File: config.mk
export PLATFORM = sky130hd
export DESIGN_NAME = reg_file_sb
export DESIGN_NICKNAME = d
export VERILOG_FILES = /design/src/rtl/reg_file_pkg.sv /design/src/rtl/reg_file_scoreboard.sv /design/src/rtl/reg_file_sb.sv
export SDC_FILE = /design/constraint.sdc
export NUM_CORES = 2
export LEC_CHECK = 0
export CORE_AREA = 3 3 410 412
export DETAILED_ROUTE_END_ITERATION = 10
export DIE_AREA = 0 0 413 415
export GPL_TIMING_DRIVEN = 1
export PLACE_DENSITY = 0.59
export SYNTH_ARGS = -nofsm -noshare
export SYNTH_HDL_FRONTEND = slang
export SYNTH_SLANG_ARGS = --single-unit
File: constraint.sdc
create_clock -name clk -period 6.5 [get_ports clk]
set_input_delay 0.975 -clock clk [delete_from_list [all_inputs] [get_ports clk]]
set_output_delay 0.975 -clock clk [all_outputs]
set_load 0.02 [all_outputs]
File: src/rtl/reg_file_pkg.sv
// reg_file_pkg: shared defaults and sizing/slice helpers for reg_file_sb and its scoreboard.
package reg_file_pkg;
    localparam int XLEN_DEF = 32;
    localparam int NREG_DEF = 32;

    function automatic int aw_f(input int n);
        return (n > 1) ? $clog2(n) : 1;
    endfunction

    function automatic int cnt_w_f(input int n);
        return aw_f(n) + 1;
    endfunction

    localparam int CNT_W = cnt_w_f(NREG_DEF);

    function automatic int slice_lo(input int port, input int w);
        return port * w;
    endfunction
endpackage

File: src/rtl/reg_file_scoreboard.sv
// reg_file_scoreboard: busy vector, reservation acceptance, flush priority and reserved-register count.
module reg_file_scoreboard import reg_file_pkg::*; #(
    parameter int  NREG = NREG_DEF,
    localparam int AW   = aw_f(NREG),
    localparam int CW   = cnt_w_f(NREG)
) (
    input  logic            clk,
    input  logic            rst_n,
    input  logic            wr_en,
    input  logic [AW-1:0]   wr_addr,
    input  logic            rsv_en,
    input  logic [AW-1:0]   rsv_addr,
    input  logic            flush,
    output logic            rsv_ready,
    output logic [NREG-1:0] busy,
    output logic [CW-1:0]   busy_cnt
);
    logic [NREG-1:0] busy_q, busy_d;
    logic [CW-1:0]   cnt_q, cnt_d;
    logic            rsv_acc;

    assign rsv_ready = !busy_q[rsv_addr] || (wr_en && wr_addr == rsv_addr) || rsv_addr == '0;
    assign rsv_acc   = rsv_en && rsv_ready && !flush;

    // Reservation is applied after the write-back clear so it wins on the same register.
    always_comb begin
        busy_d = busy_q;
        if (wr_en) busy_d[wr_addr] = 1'b0;
        if (rsv_acc) busy_d[rsv_addr] = 1'b1;
        busy_d[0] = 1'b0;
        if (flush) busy_d = '0;
        cnt_d = '0;
        for (int i = 0; i < NREG; i++) cnt_d = cnt_d + CW'(busy_d[i]);
    end

    always_ff @(posedge clk or negedge rst_n) begin
        if (!rst_n) begin
            busy_q <= '0;
            cnt_q  <= '0;
        end else begin
            busy_q <= busy_d;
            cnt_q  <= cnt_d;
        end
    end

    assign busy     = busy_q;
    assign busy_cnt = cnt_q;
endmodule

File: src/rtl/reg_file_sb.sv
// reg_file_sb: multi-port integer register file with write-back scoreboard.
// Define REGFILE_BYPASS_EN to forward same-cycle write-back data to the read ports.
module reg_file_sb import reg_file_pkg::*; #(
    parameter int  XLEN = XLEN_DEF,
    parameter int  NREG = NREG_DEF,
    parameter int  NRP  = 2,
    localparam int AW   = aw_f(NREG),
    localparam int CW   = cnt_w_f(NREG)
) (
    input  logic              clk,
    input  logic              rst_n,
    input  logic [NRP*AW-1:0] rd_addr,
    output logic [NRP*XLEN-1:0] rd_data,
    output logic [NRP-1:0]    rd_busy,
    input  logic              wr_en,
    input  logic [AW-1:0]     wr_addr,
    input  logic [XLEN-1:0]   wr_data,
    input  logic              rsv_en,
    input  logic [AW-1:0]     rsv_addr,
    output logic              rsv_ready,
    input  logic              flush,
    output logic [CW-1:0]     busy_cnt
);
    logic [XLEN-1:0] mem_q [NREG];
    logic [NREG-1:0] busy;

    reg_file_scoreboard #(.NREG(NREG)) u_sb (
        .clk      (clk),
        .rst_n    (rst_n),
        .wr_en    (wr_en),
        .wr_addr  (wr_addr),
        .rsv_en   (rsv_en),
        .rsv_addr (rsv_addr),
        .flush    (flush),
        .rsv_ready(rsv_ready),
        .busy     (busy),
        .busy_cnt (busy_cnt)
    );

    always_ff @(posedge clk or negedge rst_n) begin
        if (!rst_n) mem_q <= '{default: '0};
        else if (wr_en && wr_addr != '0) mem_q[wr_addr] <= wr_data;
    end

    for (genvar g = 0; g < NRP; g++) begin : g_rd
        logic [AW-1:0] a;
        logic          byp;
        assign a = rd_addr[slice_lo(g, AW) +: AW];
`ifdef REGFILE_BYPASS_EN
        assign byp = wr_en && wr_addr == a && a != '0;
`else
        assign byp = 1'b0;
`endif
        assign rd_data[slice_lo(g, XLEN) +: XLEN] = (a == '0) ? '0 : byp ? wr_data : mem_q[a];
        assign rd_busy[g] = !byp && busy[a];
    end
endmodule

# Yosys cells after proc, flatten, opt, wreduce, memory -nomap -nowiden
# Cells that the tools add are included.
dict set report word_totals {
  regBits 1062
  out_inout_bits 73
}
dict set report classes {
  n_addsub 31
  n_lt_le_gt_ge 10
  n_eq_ne 1
  mux 24
  bitwise 6
  n_reduce_logical 15
}
# cell count
set ops {}
lappend ops {{$bwmux 1024} 1}
lappend ops {{$bmux 32 s5} 2}
lappend ops {{$mux 32} 10}
lappend ops {{$add 6x1->6} 30}
lappend ops {{$demux 32 s5} 1}
lappend ops {{$and 32x32->32} 1}
lappend ops {{$not 32->32} 1}
lappend ops {{$or 32x32->32} 1}
lappend ops {{$lt 5x6->1 const B} 4}
lappend ops {{$ge 6x6->1 const B} 3}
lappend ops {{$not 5->6} 3}
lappend ops {{$bmux 1 s5} 3}
lappend ops {{$logic_not 5->1} 3}
lappend ops {{$demux 1 s5} 2}
lappend ops {{$ge 5x1->1 const B} 2}
lappend ops {{$logic_and 1x1->1} 7}
lappend ops {{$lt 6x1->1 const B} 1}
lappend ops {{$eq 5x5->1} 1}
lappend ops {{$mux 1} 5}
lappend ops {{$reduce_bool 5->1} 1}
lappend ops {{$add 1x1->2} 1}
lappend ops {{$logic_not 1->1} 2}
lappend ops {{$logic_or 1x1->1} 2}

# Logic depth before layout (Yosys ltp)
dict set report logic_depth {
  depth_word 41
  mapped_depth 25
  mapped_depth_nobuf 22
}

# Modules after synthesis
# A second synthesis with hierarchy kept.
dict set report hier_totals {
  cells_unflattened 4055
  area_unflattened_um2 57749.1
}
# module n_inst cells_per_inst area_per_inst_um2 seq_area_each_um2
set by_module_without_submodules {}
lappend by_module_without_submodules {reg_file_sb 1 3720 54569.8 25624.6}
lappend by_module_without_submodules {reg_file_scoreboard 1 335 3179.3 925.9}

# Least setup slack after synthesis
# OpenSTA, ideal clock, no wires.
dict set report synth_path {
  kind {input-to-reg}
  start {input port wr_addr[2]}
  end {register u_sb.cnt_q[4], in the netlist u_sb.busy_cnt[4]}
  arrival_time_ns 6.672
  required_time_ns 6.420
  slack_ns -0.252
  stages 23
  n_path_buf 2
  path_cell_list {clkbuf_1 > xor2_1 > nor4_2 > a32o_1 > a31oi_1 > buf_2 > o32a_1 > fa_1 > inv_1 > fa_1 > inv_1 > fa_1 > fa_1 > fa_1 > inv_1 > fa_1 > inv_1 > fa_1 > inv_1 > fa_1 > a21o_1 > a21oi_1 > xnor2_1}
}
dict set report synth_via {
  elab_chain_len 41
  word_cells_on_any_way 48
}
# element line
set synth_lines {}
lappend synth_lines {{start, declared} reg_file_sb.sv:16} ;# input logic [AW-1:0] wr_addr,
lappend synth_lines {{$lt 5x6->1 (implied by the code) / $ge 5x1->1 (equally long branches)} reg_file_scoreboard.sv:28} ;# if (wr_en) busy_d[wr_addr] = 1'b0;
lappend synth_lines {{$logic_and 1x1->1 (implied by the code)} reg_file_scoreboard.sv:28}
lappend synth_lines {{$mux 1 (implied by the code)} reg_file_scoreboard.sv:28}
lappend synth_lines {{$demux 1 s5} n/a}
lappend synth_lines {{$not 32->32 (no source line)} n/a}
lappend synth_lines {{$and 32x32->32 (no source line)} n/a}
lappend synth_lines {{$mux 32} reg_file_scoreboard.sv:28}
lappend synth_lines {{$or 32x32->32 (no source line)} n/a}
lappend synth_lines {{$mux 32 *} reg_file_scoreboard.sv:29} ;# if (rsv_acc) busy_d[rsv_addr] = 1'b1;
lappend synth_lines {{$mux 32 *} reg_file_scoreboard.sv:31} ;# if (flush) busy_d = '0;
lappend synth_lines {{$add 1x1->2} reg_file_scoreboard.sv:33} ;# for (int i = 0; i < NREG; i++) cnt_d = cnt_d + CW'(busy_d[i]);
lappend synth_lines {{$add 6x1->6 (29 in a row)} reg_file_scoreboard.sv:33}
lappend synth_lines {{$add 6x1->6 *} reg_file_scoreboard.sv:33}
lappend synth_lines {{via u_sb.cnt_d[4]} reg_file_scoreboard.sv:19} ;# logic [CW-1:0] cnt_q, cnt_d;
lappend synth_lines {{end signal, assigned} reg_file_scoreboard.sv:42} ;# cnt_q <= cnt_d;
lappend synth_lines {{end, declared} reg_file_scoreboard.sv:19}
# Mark *: on every way through the listed nets, which the timed path passes. The rest lies on a longest branch.
# A chain may end at the register's enable or synchronous reset.

# Final worst setup path
dict set report layout_path {
  start {input port rsv_addr[1]}
  end {register u_sb.cnt_q[4], in the netlist u_sb.busy_cnt[4]}
}
dict set report layout_via {
  elab_chain_len 40
  word_cells_on_any_way 49
}
# element line
set layout_lines {}
lappend layout_lines {{start, declared} reg_file_sb.sv:19} ;# input logic [AW-1:0] rsv_addr,
lappend layout_lines {{parallel branches: the longest is 7 deep, another holds $lt 5x6->1} n/a}
lappend layout_lines {{$mux 32 *} reg_file_scoreboard.sv:29}
lappend layout_lines {{$mux 32 *} reg_file_scoreboard.sv:31}
lappend layout_lines {{$add 1x1->2} reg_file_scoreboard.sv:33}
lappend layout_lines {{$add 6x1->6 (29 in a row)} reg_file_scoreboard.sv:33}
lappend layout_lines {{$add 6x1->6 *} reg_file_scoreboard.sv:33}
lappend layout_lines {{via u_sb.cnt_d[4]} reg_file_scoreboard.sv:19}
# Mark *: on every way through the listed nets, which the timed path passes. The select of a mux whose other input is x is not followed.

==> key figures <==
Clocking
  • Worst-path clk slew: 0.06 ns
  • Total CTS buffers: around 110
  • CTS root buffer: clkbuf_16
  • CTS sink cnt: roughly 1,100
  • Worst-skew pair later-pin latency: about 0.71 ns
  • Hold Buf Count CTS: 0
  • CTS tree: yes
  • H-tree Lvls: 3
  • CTS Buffer Depth: 3

STA
  • Worst setup margin: around 0.16 ns
  • Slew margin rel.: 22.2%
  • Final period util: between 90% and 100%
  • Final setup vio count: 0
  • Clk_skew: 0.00625 ns
  • Final slew viol count: 0
  • Fmax: between 150 and 200 MHz
  • Crit path time final: about 6.3 ns
  • Final hold slack: about 0.27 ns
  • Worst slew pin tran: approximately 1.2 ns
  • Hold Vio Cnt, Final: 0

Global route
  • Antenna violations before repair: 13
  • Total gr overflow: 0
  • Gr busiest metal: met2
  • Met2 global-route usage: 33.5%
  • Met3 usage: around 3.5%
  • Vias in the first global route: around 37,000
  • Met1 Resource Use GR: about 28%
  • GRT Util Overall: 20.6%
  • Largest net degree at the start of global routing: roughly 170
  • First-pass GRT wire length: about 260,000 um

Worst setup path
  • Worst setup EP type: flop
  • CP startpoint kind: primary input
  • Worst-path fanout max: 6
  • Req. time, crit path: between 7 and 8 ns
  • Crit path kind: primary input to flop
  • Critical path arrival: 6.96 ns

Logic synthesis
  • Ys Warns: 0
  • Syn_area_per_cell: 15.5 sq um
  • Post-synth net total: between 3,000 and 4,000
  • Synth Flop Type: dfrtp_1
  • Syn Std Cell Area: ~58,000 sq um
  • Ys async rst share: 100%
  • Post-synth EDFFs: 0
  • #FFs+latches synth: approximately 1,100
  • Sequential share of the synthesized area: between 40% and 50%
  • Post-synthesis cell count: between 3,000 and 4,000
  • Netlist cell types: 60

Floorplan
  • Num rows: roughly 150
  • Core ar.: 165,000 sq um
  • Total die area: ~170,000 sq um
  • Die Y: about 420 um
  • I/O pin count: 130
  • Starting Density: 35.0%
  • Die W: about 410 um

Cells and area
  • Most frequent cells in the layout: mux2_2, dfrtp_1, mux4_2
  • Nets: around 3,800
  • Area delta synth->final: 14.4%
  • Post-route cell area: ~66,000 sq um
  • Layout Utilization: 40.0%
  • Fill cells: approximately 15,000
  • Layout cell share with drive strength beyond 1: between 50% and 60%
  • Commonest non-fill, non-tap cell in the layout: mux2_2

Power and ir drop
  • VDD IR-drop max: 0.217 mV
  • Pwr Density: roughly 300 nW/um^2
  • Static Leak: 28.1 nW
  • Power, Total: 19.7 mW

Route
  • Vias: between 30,000 and 40,000
  • Routed Antenna Nets: 0
  • # DRC: 0
  • DRT Pass-1 Iters: 5
  • WL final: 175,000 um
  • DR iter-0 viols: 2,788
  • Vias per std cell: 5.79
  • WL per Instance: between 20 and 30 um

Place
  • DP HPWL: between 100,000 and 150,000 um
  • Buffers on Ports: 129
  • Placement Setup Slack: -0.924 ns
  • RD Place Congestion: about 0.9
  • Placed instance area: just over 60,000 sq um

Job
  • Max cap viols: 0

Status
  • Status: complete, no violations

Worst hold path
  • Hold Crit Class: primary input to asynchronous set/reset pin
layer usage:
| metal | vias to the layer above | wire (um) |
|---|---|---|
| met5 | - | 40 |
| met3 | 240 | 9200 |
| li1 | 14400 | - |
| met4 | 6 | 4480 |
| met1 | 19300 | 76100 |
| met2 | 942 | 85400 |
kinds of logic after synthesis:
logic type | share of synthesized area, %
AND/OR/NAND/NOR | 2.12
XOR/XNOR | 0.122
AO/OA/AOI/OAI | 2.27
buffers and inverters | 3.41
flip-flops | 46.1
adder cells (fa/ha/maj) | 0.951
multiplexers | 45.1
Yosys cell counts, drive strengths merged, types with 2 or more instances:
cell type  count  area share, %
nand3b         7          0.098
o211ai         6          0.078
nor2          38           0.25
a22o           6          0.091
o31a           2          0.030
o22ai          5          0.054
xor2           6          0.091
mux2        1096             21
or3b           2          0.030
mux4         583             23
or2            3          0.033
a21o           4          0.052
o21a           2          0.026
nor4           3          0.069
mux2i         50           0.87
clkbuf       257            1.7
nand3         14           0.12
o221ai        16           0.24
a22oi         48           0.63
o21ai          4          0.035
a32oi          8           0.12
nor2b         14           0.15
nand2b        10           0.11
ha             7           0.15
o32a           5          0.087
o31ai         24           0.32
and3           4          0.043
nand2        139           0.91
buf          164            1.5
o32ai          6          0.091
a221oi         5          0.076
nor3b         12           0.16
inv           30           0.20
a21oi         14           0.12
nor3          10          0.087
fa            23           0.80
a21boi         5          0.065
dfrtp       1061             46
a31oi          4          0.043
xnor2          2          0.030
state kept, by name (all words and copies together) (netlist names):
| name | count |
|---|---|
| u_sb.busy_cnt | 6 |
| mem_q | 1024 |
| u_sb.busy | 31 |
timing repair:
| item | CTS | global route |
|---|---|---|
| buffers inserted | 3 | 4 |
| endpoints found under the setup margin | 5 | 5 |
| pin swaps | 4 | 6 |
| gates resized for setup | 5 | 26 |
| cloned | 1 | 2 |
through the flow:
stage / TNS [ns] / instances
2_1_floorplan: -0.0397 / 3710
3_3_place_gp: -4.98 / 5797
3_5_place_dp: -4.82 / 5797
4_1_cts: 0 / 6009
5_1_grt: -0.0211 / 6015
6_report: 0 / 6023
worst max-delay path, cell delays in order:
cell     delay (ns)
buf_2          0.13
buf_12         0.14
buf_6          0.12
xor2_1         0.14
nor4_2         0.34
a32o_2         0.30
a31oi_4        0.08
buf_12         0.18
o32a_1         0.37
fa_1           0.60
inv_2          0.05
fa_1           0.52
inv_2          0.05
fa_1           0.49
fa_1           0.43
fa_1           0.50
inv_1          0.05
fa_1           0.42
inv_1          0.08
fa_2           0.19
inv_2          0.04
fa_2           0.33
a21o_1         0.17
a21oi_2        0.14
xnor2_1        0.13
area by class of cell:
type / instances / area [sq um] / area share, %
Multi-Input combinational cell: 2197 / 29400 / 44.6
Sequential cell: 1061 / 26600 / 40.3
Clock buffer: 166 / 3300 / 5.00
Timing Repair Buffer: 329 / 3180 / 4.82
Tap cell: 2189 / 2740 / 4.15
Clock inverter: 42 / 607 / 0.920
Inverter: 31 / 116 / 0.176
Antenna cell: 8 / 20.0 / 0.0304
final timing paths:
kind                       cells after the start           from                to  slack (ns)
hold reg to reg                                0    mem_q[1021]       mem_q[1021]        0.37
setup reg to reg                              23  u_sb.busy[18]  u_sb.busy_cnt[4]        0.21
hold / removal                                 1          rst_n        mem_q[249]        0.27
min in group clk                               0    mem_q[1021]       mem_q[1021]        0.37
setup / recovery                              25    rsv_addr[1]  u_sb.busy_cnt[4]        0.16
max in group asynchronous                      2          rst_n       mem_q[1000]        4.68
power breakdown:
group	switching (mW)	internal [mW]	leakage (nW)	total, mW
clock	2.79	4.02	1.93	6.82
sequential	0.827	7.82	13.6	8.65
combinational	1.66	2.59	12.5	4.25
Note: power is estimated with default switching activity, not from simulation.
